**config.mk**
```make
export PLATFORM = sky130hd
export DESIGN_NAME = wishbone_manager
export DESIGN_NICKNAME = d
export VERILOG_FILES = /design/src/rtl/wishbone_manager.sv
export SDC_FILE = /design/constraint.sdc
export NUM_CORES = 1
export LEC_CHECK = 0
export CORE_MARGIN = 3
export CORE_UTILIZATION = 32
export CTS_CLUSTER_SIZE = 28
export DETAILED_ROUTE_END_ITERATION = 8
export GPL_ROUTABILITY_DRIVEN = 0
export GPL_TIMING_DRIVEN = 0
export PLACE_DENSITY = 0.69
export REMOVE_ABC_BUFFERS = 1
export SYNTH_ARGS = -nofsm -noshare
export SYNTH_HDL_FRONTEND = slang
export SYNTH_SLANG_ARGS = --single-unit
```
**constraint.sdc**
```tcl
create_clock -name clk -period 1.48 [get_ports clk]
set_clock_uncertainty 0.05 [all_clocks]
set_input_delay 0.296 -clock clk [delete_from_list [all_inputs] [get_ports clk]]
set_output_delay 0.296 -clock clk [all_outputs]
set_load 0.02 [all_outputs]
```
**src/rtl/wishbone_manager.sv**
```systemverilog
// rtl/wishbone_manager.sv - Wishbone B4 classic single-cycle bus master for mem_read/mem_write requests.
// Optional bus timeout is enabled with the WB_TIMEOUT_EN macro.
module wishbone_manager #(
    parameter int ADDR_W         = 32,
    parameter int DATA_W         = 32,
    parameter int TIMEOUT_CYCLES = 255
) (
    input  logic                clk,
    input  logic                nRst,
    input  logic                mem_read,
    input  logic                mem_write,
    input  logic [ADDR_W-1:0]   adr_to_mem,
    input  logic [DATA_W-1:0]   data_to_mem,
    input  logic [DATA_W/8-1:0] sel_to_mem,
    output logic [DATA_W-1:0]   data_from_mem,
    output logic                mem_busy,
    output logic                mem_done,
    output logic                mem_err,
    output logic                CYC_O,
    output logic                STB_O,
    output logic                WE_O,
    output logic [ADDR_W-1:0]   ADR_O,
    output logic [DATA_W-1:0]   DAT_O,
    output logic [DATA_W/8-1:0] SEL_O,
    input  logic [DATA_W-1:0]   DAT_I,
    input  logic                ACK_I,
    input  logic                ERR_I
);

    typedef enum logic [1:0] {IDLE, BUS, DONE} state_t;

    state_t                state_q;
    logic                  cyc_q;
    logic                  we_q;
    logic [ADDR_W-1:0]     adr_q;
    logic [DATA_W-1:0]     dat_q;
    logic [DATA_W/8-1:0]   sel_q;
    logic [DATA_W-1:0]     rdata_q;
    logic                  done_q;
    logic                  err_q;

    if (TIMEOUT_CYCLES < 1) begin : g_timeout_check
        $error("TIMEOUT_CYCLES must be at least 1");
    end

`ifdef WB_TIMEOUT_EN
    localparam int CNT_W = (TIMEOUT_CYCLES > 255) ? $clog2(TIMEOUT_CYCLES + 1) : 8;
    localparam logic [CNT_W-1:0] CNT_LAST = CNT_W'(TIMEOUT_CYCLES - 1);
    logic [CNT_W-1:0] cnt_q;
`endif

    always_ff @(posedge clk) begin
        if (!nRst) begin
            state_q <= IDLE;
            cyc_q   <= 1'b0;
            we_q    <= 1'b0;
            adr_q   <= '0;
            dat_q   <= '0;
            sel_q   <= '0;
            rdata_q <= '0;
            done_q  <= 1'b0;
            err_q   <= 1'b0;
`ifdef WB_TIMEOUT_EN
            cnt_q   <= '0;
`endif
        end else begin
            done_q <= 1'b0;
            err_q  <= 1'b0;
            case (state_q)
                IDLE: begin
                    // Write wins when both requests are raised together.
                    if (mem_read || mem_write) begin
                        adr_q   <= adr_to_mem;
                        dat_q   <= data_to_mem;
                        sel_q   <= sel_to_mem;
                        we_q    <= mem_write;
                        cyc_q   <= 1'b1;
                        state_q <= BUS;
`ifdef WB_TIMEOUT_EN
                        cnt_q   <= '0;
`endif
                    end
                end
                BUS: begin
                    if (ERR_I) begin
                        cyc_q   <= 1'b0;
                        done_q  <= 1'b1;
                        err_q   <= 1'b1;
                        state_q <= DONE;
                    end else if (ACK_I) begin
                        cyc_q   <= 1'b0;
                        done_q  <= 1'b1;
                        state_q <= DONE;
                        if (!we_q) begin
                            rdata_q <= DAT_I;
                        end
                    end
`ifdef WB_TIMEOUT_EN
                    else if (cnt_q == CNT_LAST) begin
                        cyc_q   <= 1'b0;
                        done_q  <= 1'b1;
                        err_q   <= 1'b1;
                        state_q <= DONE;
                    end else begin
                        cnt_q <= cnt_q + 1'b1;
                    end
`endif
                end
                DONE: begin
                    state_q <= IDLE;
                end
                default: begin
                    state_q <= IDLE;
                end
            endcase
        end
    end

    assign mem_busy      = (state_q != IDLE);
    assign mem_done      = done_q;
    assign mem_err       = err_q;
    assign data_from_mem = rdata_q;
    assign CYC_O         = cyc_q;
    assign STB_O         = cyc_q;
    assign WE_O          = we_q;
    assign ADR_O         = adr_q;
    assign DAT_O         = dat_q;
    assign SEL_O         = sel_q;

endmodule

```
Yosys cells after proc, flatten, opt, wreduce, memory -nomap -nowiden
Cells that the tools add are included.

Output and inout bits: 106. Input bits: 106. Logic and storage cells: 34. Flip-flop bits (word level): 106.

Mux-type cells: 11. Bitwise operators: 2. Eq/ne operators: 3. Reductions and logical operators: 9.

Operators with widths (number): $mux 1 (6); $mux 2 (3); $reduce_and 2->1 (3); $pmux 2 s2 (1); $reduce_and 4->1 (1); $reduce_bool 2->1 (2); $ne 3x3->1 const B (1); $reduce_and 3->1 (1); $eq 2x1->1 const B (1); $logic_not 2->1 (1); $ne 2x2->1 const B (1); $not 1->1 (2); $pmux 1 s2 (1); $logic_or 1x1->1 (1).

Depth between registers and ports, before layout
Depth in word-level cells: 3. Mapped depth: 6. Depth with buffers taken out: 4.

Worst setup path after synthesis
OpenSTA, ideal clock, no wires.

Path kind: register to register. Start point: register state_q[0]. End point: register state_q[0]. Setup slack: 54 ps. Data arrival time: 1262 ps. Data required time: 1315 ps. Setup time: 115 ps. Period minus slack after synthesis: 1426 ps. Stages on the path, launching flop included: 6. Path through: dfxtp_1 nor2_2 inv_1 clkbuf_1 nor2_1 o21a_1.

Word-level cells in the longest chain between the ends: 3.

Ends and longest elaborated chain: start: declaration (RTL line 32) `state_t state_q;`; start signal: assignment (RTL line 54) `state_q <= IDLE;`; start signal: assignment (RTL line 78) `state_q <= BUS;`; start signal: assignment (RTL line 89) `state_q <= DONE;`; $eq 2x1->1 or $logic_not 2->1 (tied branches) (RTL line 69) `case (state_q)`; $ne 3x3->1 (no line) or $ne 2x2->1 (tied branches); $reduce_and 2->1 (no line).

Parallel ways exist; a longest one is shown, timed or not. A chain may end at the register's enable or synchronous reset.

Worst setup path after layout
Start point: register state_q[1]. End point: output mem_busy.

Word-level cells in the longest chain between the ends: 1.

Ends and longest elaborated chain: $reduce_bool 2->1 (RTL line 119) `assign mem_busy = (state_q != IDLE);`; end: declaration (RTL line 16) `output logic mem_busy,`.

Every way passes these cells.

==> flow_summary_export.csv <==
group,metric,value,unit
outcome,status,"finished, violations left",
outcome,violations,"negative setup slack",
synthesis,ys_ff_latch,106,
clocking,cts_max_path_buffers,2,
power_and_ir_drop,switching_share,28.8,%
cells_and_area,antennaDiodeCount,0,
synthesis,ys_types,23,
synthesis,yosys.area_share.xor_xnor,0,%
synthesis,synth-compound-area-share,21.0,%
drt,postRouteAntennaNets,0,
power_and_ir_drop,ir_drop,0.476,mV
floorplan,rows,41,
synthesis,synth_area,0.00423,mm²
drt,via_count,4407,
cells_and_area,final_cell_mix,"dlygate4sd2_1 (106), dfxtp_1 (104), clkdlybuf4s50_1 (102), nand2_1 (65), o21ai_0 (52)",
critical_path,path_cells,"nor2_4, inv_8, buf_12, buf_8",
clocking,path_clk_slew,0.07,ns
global_routing,grtUsageTotal,22.0,%
min_path,hp-class,"reg2reg",
critical_path,crit_type,"reg2out",
synthesis,ys_seq_area_share,50.2,%
clocking,cts_tree,"yes",
clocking,cts-root-buf,"clkbuf_16",
critical_path,cp-start-kind,"flip-flop",
power_and_ir_drop,switchingPower,0.00221,W
synthesis,netlist_instances,473,
floorplan,fp.dieH,121,µm
sta,fin_crit_sh,105,%
cells_and_area,final_area,0.00762,mm²
global_routing,use_met1,24.8,%
global_routing,grt_pass1_vias,4517,
clocking,cts_buffers,9,
job,cap_violations,0,
floorplan,core,0.0128,mm²
sta,fin_ws,-0.0701,ns
cells_and_area,final_util,59.7,%
power_and_ir_drop,clockPowerShare,32.5,%
floorplan,initial_core_util,33.1,%
power_and_ir_drop,pwr-share-comb,26.8,%
place,portBuffers,211,
drt,first_pass_iters,4,
global_routing,antenna_found_initial,0,
drt,drc,0,
synthesis,yosys.area_share.simple,16.0,%
synthesis,ys_warn_count,0,
place,dpl.hpwl,8570,µm
sta,maxSlewHeadroom,55.8,%
global_routing,grt_start_max_net_pins,72,
critical_path,cpPeakStageDelay,0.36,ns
global_routing,grt_use_met3,7.13,%
clocking,hold_buffers,0,
floorplan,chipWidth,121,µm
cells_and_area,layout_commonest_cell,"dlygate4sd2_1",
drt,viasPerCell,5.05,
synthesis,synth.area.mux_share,7.58,%
sta,final-max-slew-violation-count,0,
synthesis,synthAdderAreaFrac,0,%
drt,drt-initial-drc-count,217,
power_and_ir_drop,power_density,1010,mW/mm²
floorplan,die_area,0.0146,mm²
critical_path,critical_path.max_fanout,7,
power_and_ir_drop,internal-power,0.00547,W
power_and_ir_drop,power.leakage,3.28,nW
critical_path,worstPathRequired,1.13,ns
clocking,cts.sinks,106,
critical_path,crit_slowest_cell,"dfxtp_4",
drt,avgRoutedWirePerCell,18.8,µm
power_and_ir_drop,pwr-share-seq,40.7,%
clocking,htreeDepth,3,
global_routing,overflow,0,
drt,routed_wirelength,16400,µm
global_routing,grt_pass1_wl,25000,µm
clocking,clk_latency,0.35,ns
sta,fin_crit,1.55,ns
floorplan,io_pins,212,
place,dp_slack,-1.09,ns
critical_path,crit_arrival,1.20,ns
cells_and_area,syn_to_final_growth,80.5,%
place,placed_area,0.00645,mm²
global_routing,gr-usage-met2,38.8,%
cells_and_area,final_layout_size_suffix_gt1_share,19.8,%
sta,setup_viol,31,
sta,worst_pin_slew,0.662,ns
synthesis,synth_top_family_by_area,"compound AO/OA/AOI/OAI gates",
cells_and_area,num-nets-final,802,
sta,rsz0062_at_grt,"yes",
sta,finalHoldViolCount,0,
synthesis,syn_avg_cell_area,8.93,µm²
critical_path,worst_setup_path_end_kind,"primary output",
sta,fmax,0.645,GHz
global_routing,busiest_layer,"met2",
==> logic make-up after synthesis <==
family          after synthesis
flops                       106
compound gates              141
mux                          32
simple gates                144
buf+inv                      50
==> repair_timing <==
item	CTS	global route
setup buffers	26	8
endpoints found under the setup margin	209	93
pin swaps	78	28
cloned	17	1
gates resized for setup	241	49
==> flip-flops by register name, summed over array words and instances (netlist names) <==
register / cells
mem_err: 1
WE_O: 1
CYC_O: 1
mem_done: 1
SEL_O: 4
data_from_mem: 32
state_q: 2
ADR_O: 32
DAT_O: 32
==> metrics by stage <==
| stage | total power, W | hold slack [ns] | cells | TNS [ns] |
|---|---|---|---|---|
| after CTS | 0.00772 | 0.409 | 873 | -7.11 |
| final | 0.00769 | 0.407 | 873 | -0.835 |
| after global routing | 0.00800 | 0.427 | 873 | -2.86 |
| after floorplan | 0.00382 | 0.363 | 425 | -169.13 |
| after global placement | 0.00467 | 0.393 | 808 | -365.56 |
| after detailed placement | 0.00472 | 0.396 | 814 | -86.65 |
==> power by group through the flow <==
stage	registers (W)	logic, W	clock network (W)
after floorplan	0.00342	0.000406	0
after global placement	0.00318	0.00149	0
after detailed placement	0.00320	0.00152	0
after CTS	0.00312	0.00205	0.00254
after global routing	0.00315	0.00219	0.00267
final	0.00313	0.00206	0.00250
==> Yosys cell counts <==
library cell  instances  area share [%]
or2_2                 1            0.15
inv_1                 2            0.18
buf_4                 1            0.18
mux2i_1              32             7.6
nor2_2                1            0.15
buf_2                 5            0.59
dfxtp_1             106              50
nor3_1                1            0.12
buf_1                 2            0.18
nand2_1              65             5.8
nand3_1              68             8.1
clkbuf_1             36             3.2
o21ai_0              69             8.2
buf_6                 3            0.80
a21boi_0             57              10
nor4b_4               1            0.56
nor3b_1               2            0.36
nand2b_4              1            0.33
clkbuf_2              1            0.12
and4b_1               1            0.24
o21a_1                3            0.53
nor2_1                3            0.27
a21boi_1             12             2.1
==> worst max-delay path, delay by kind of cell (launching register included) <==
family | cells | cell delay, ns
buffers and inverters | 3 | 0.30
DFF | 1 | 0.36
and+or+nand+nor | 1 | 0.18
==> layout make-up <==
class	count	area, µm²
Clock buffer	12	256
Clock inverter	4	50.0
Fill cell	1079	5150
Inverter	2	15.0
Multi-Input combinational cell	322	2280
Sequential cell	106	2130
Tap cell	172	215
Timing Repair Buffer	254	2670
Timing Repair inverter	1	6.26
==> metal layers <==
| layer | part of all wire [%] | up-vias | wire length, µm |
|---|---|---|---|
| met5 | 0 | - | 0 |
| met3 | 8.8 | 26 | 1430 |
| li1 | - | 2093 | - |
| met4 | 1.9 | 0 | 303 |
| met2 | 50 | 181 | 8240 |
| met1 | 39 | 2107 | 6400 |
==> final timing paths <==
check,start,end,slack (ns),depth (start not counted)
worst min-delay path,data_from_mem[25],data_from_mem[25],0.41,2
worst max register to register,state_q[1],data_from_mem[15],-0.06,6
worst min register to register,data_from_mem[25],data_from_mem[25],0.41,2
worst max-delay path,state_q[1],mem_busy,-0.07,4
No activity file was read; power rests on OpenSTA's default activity.
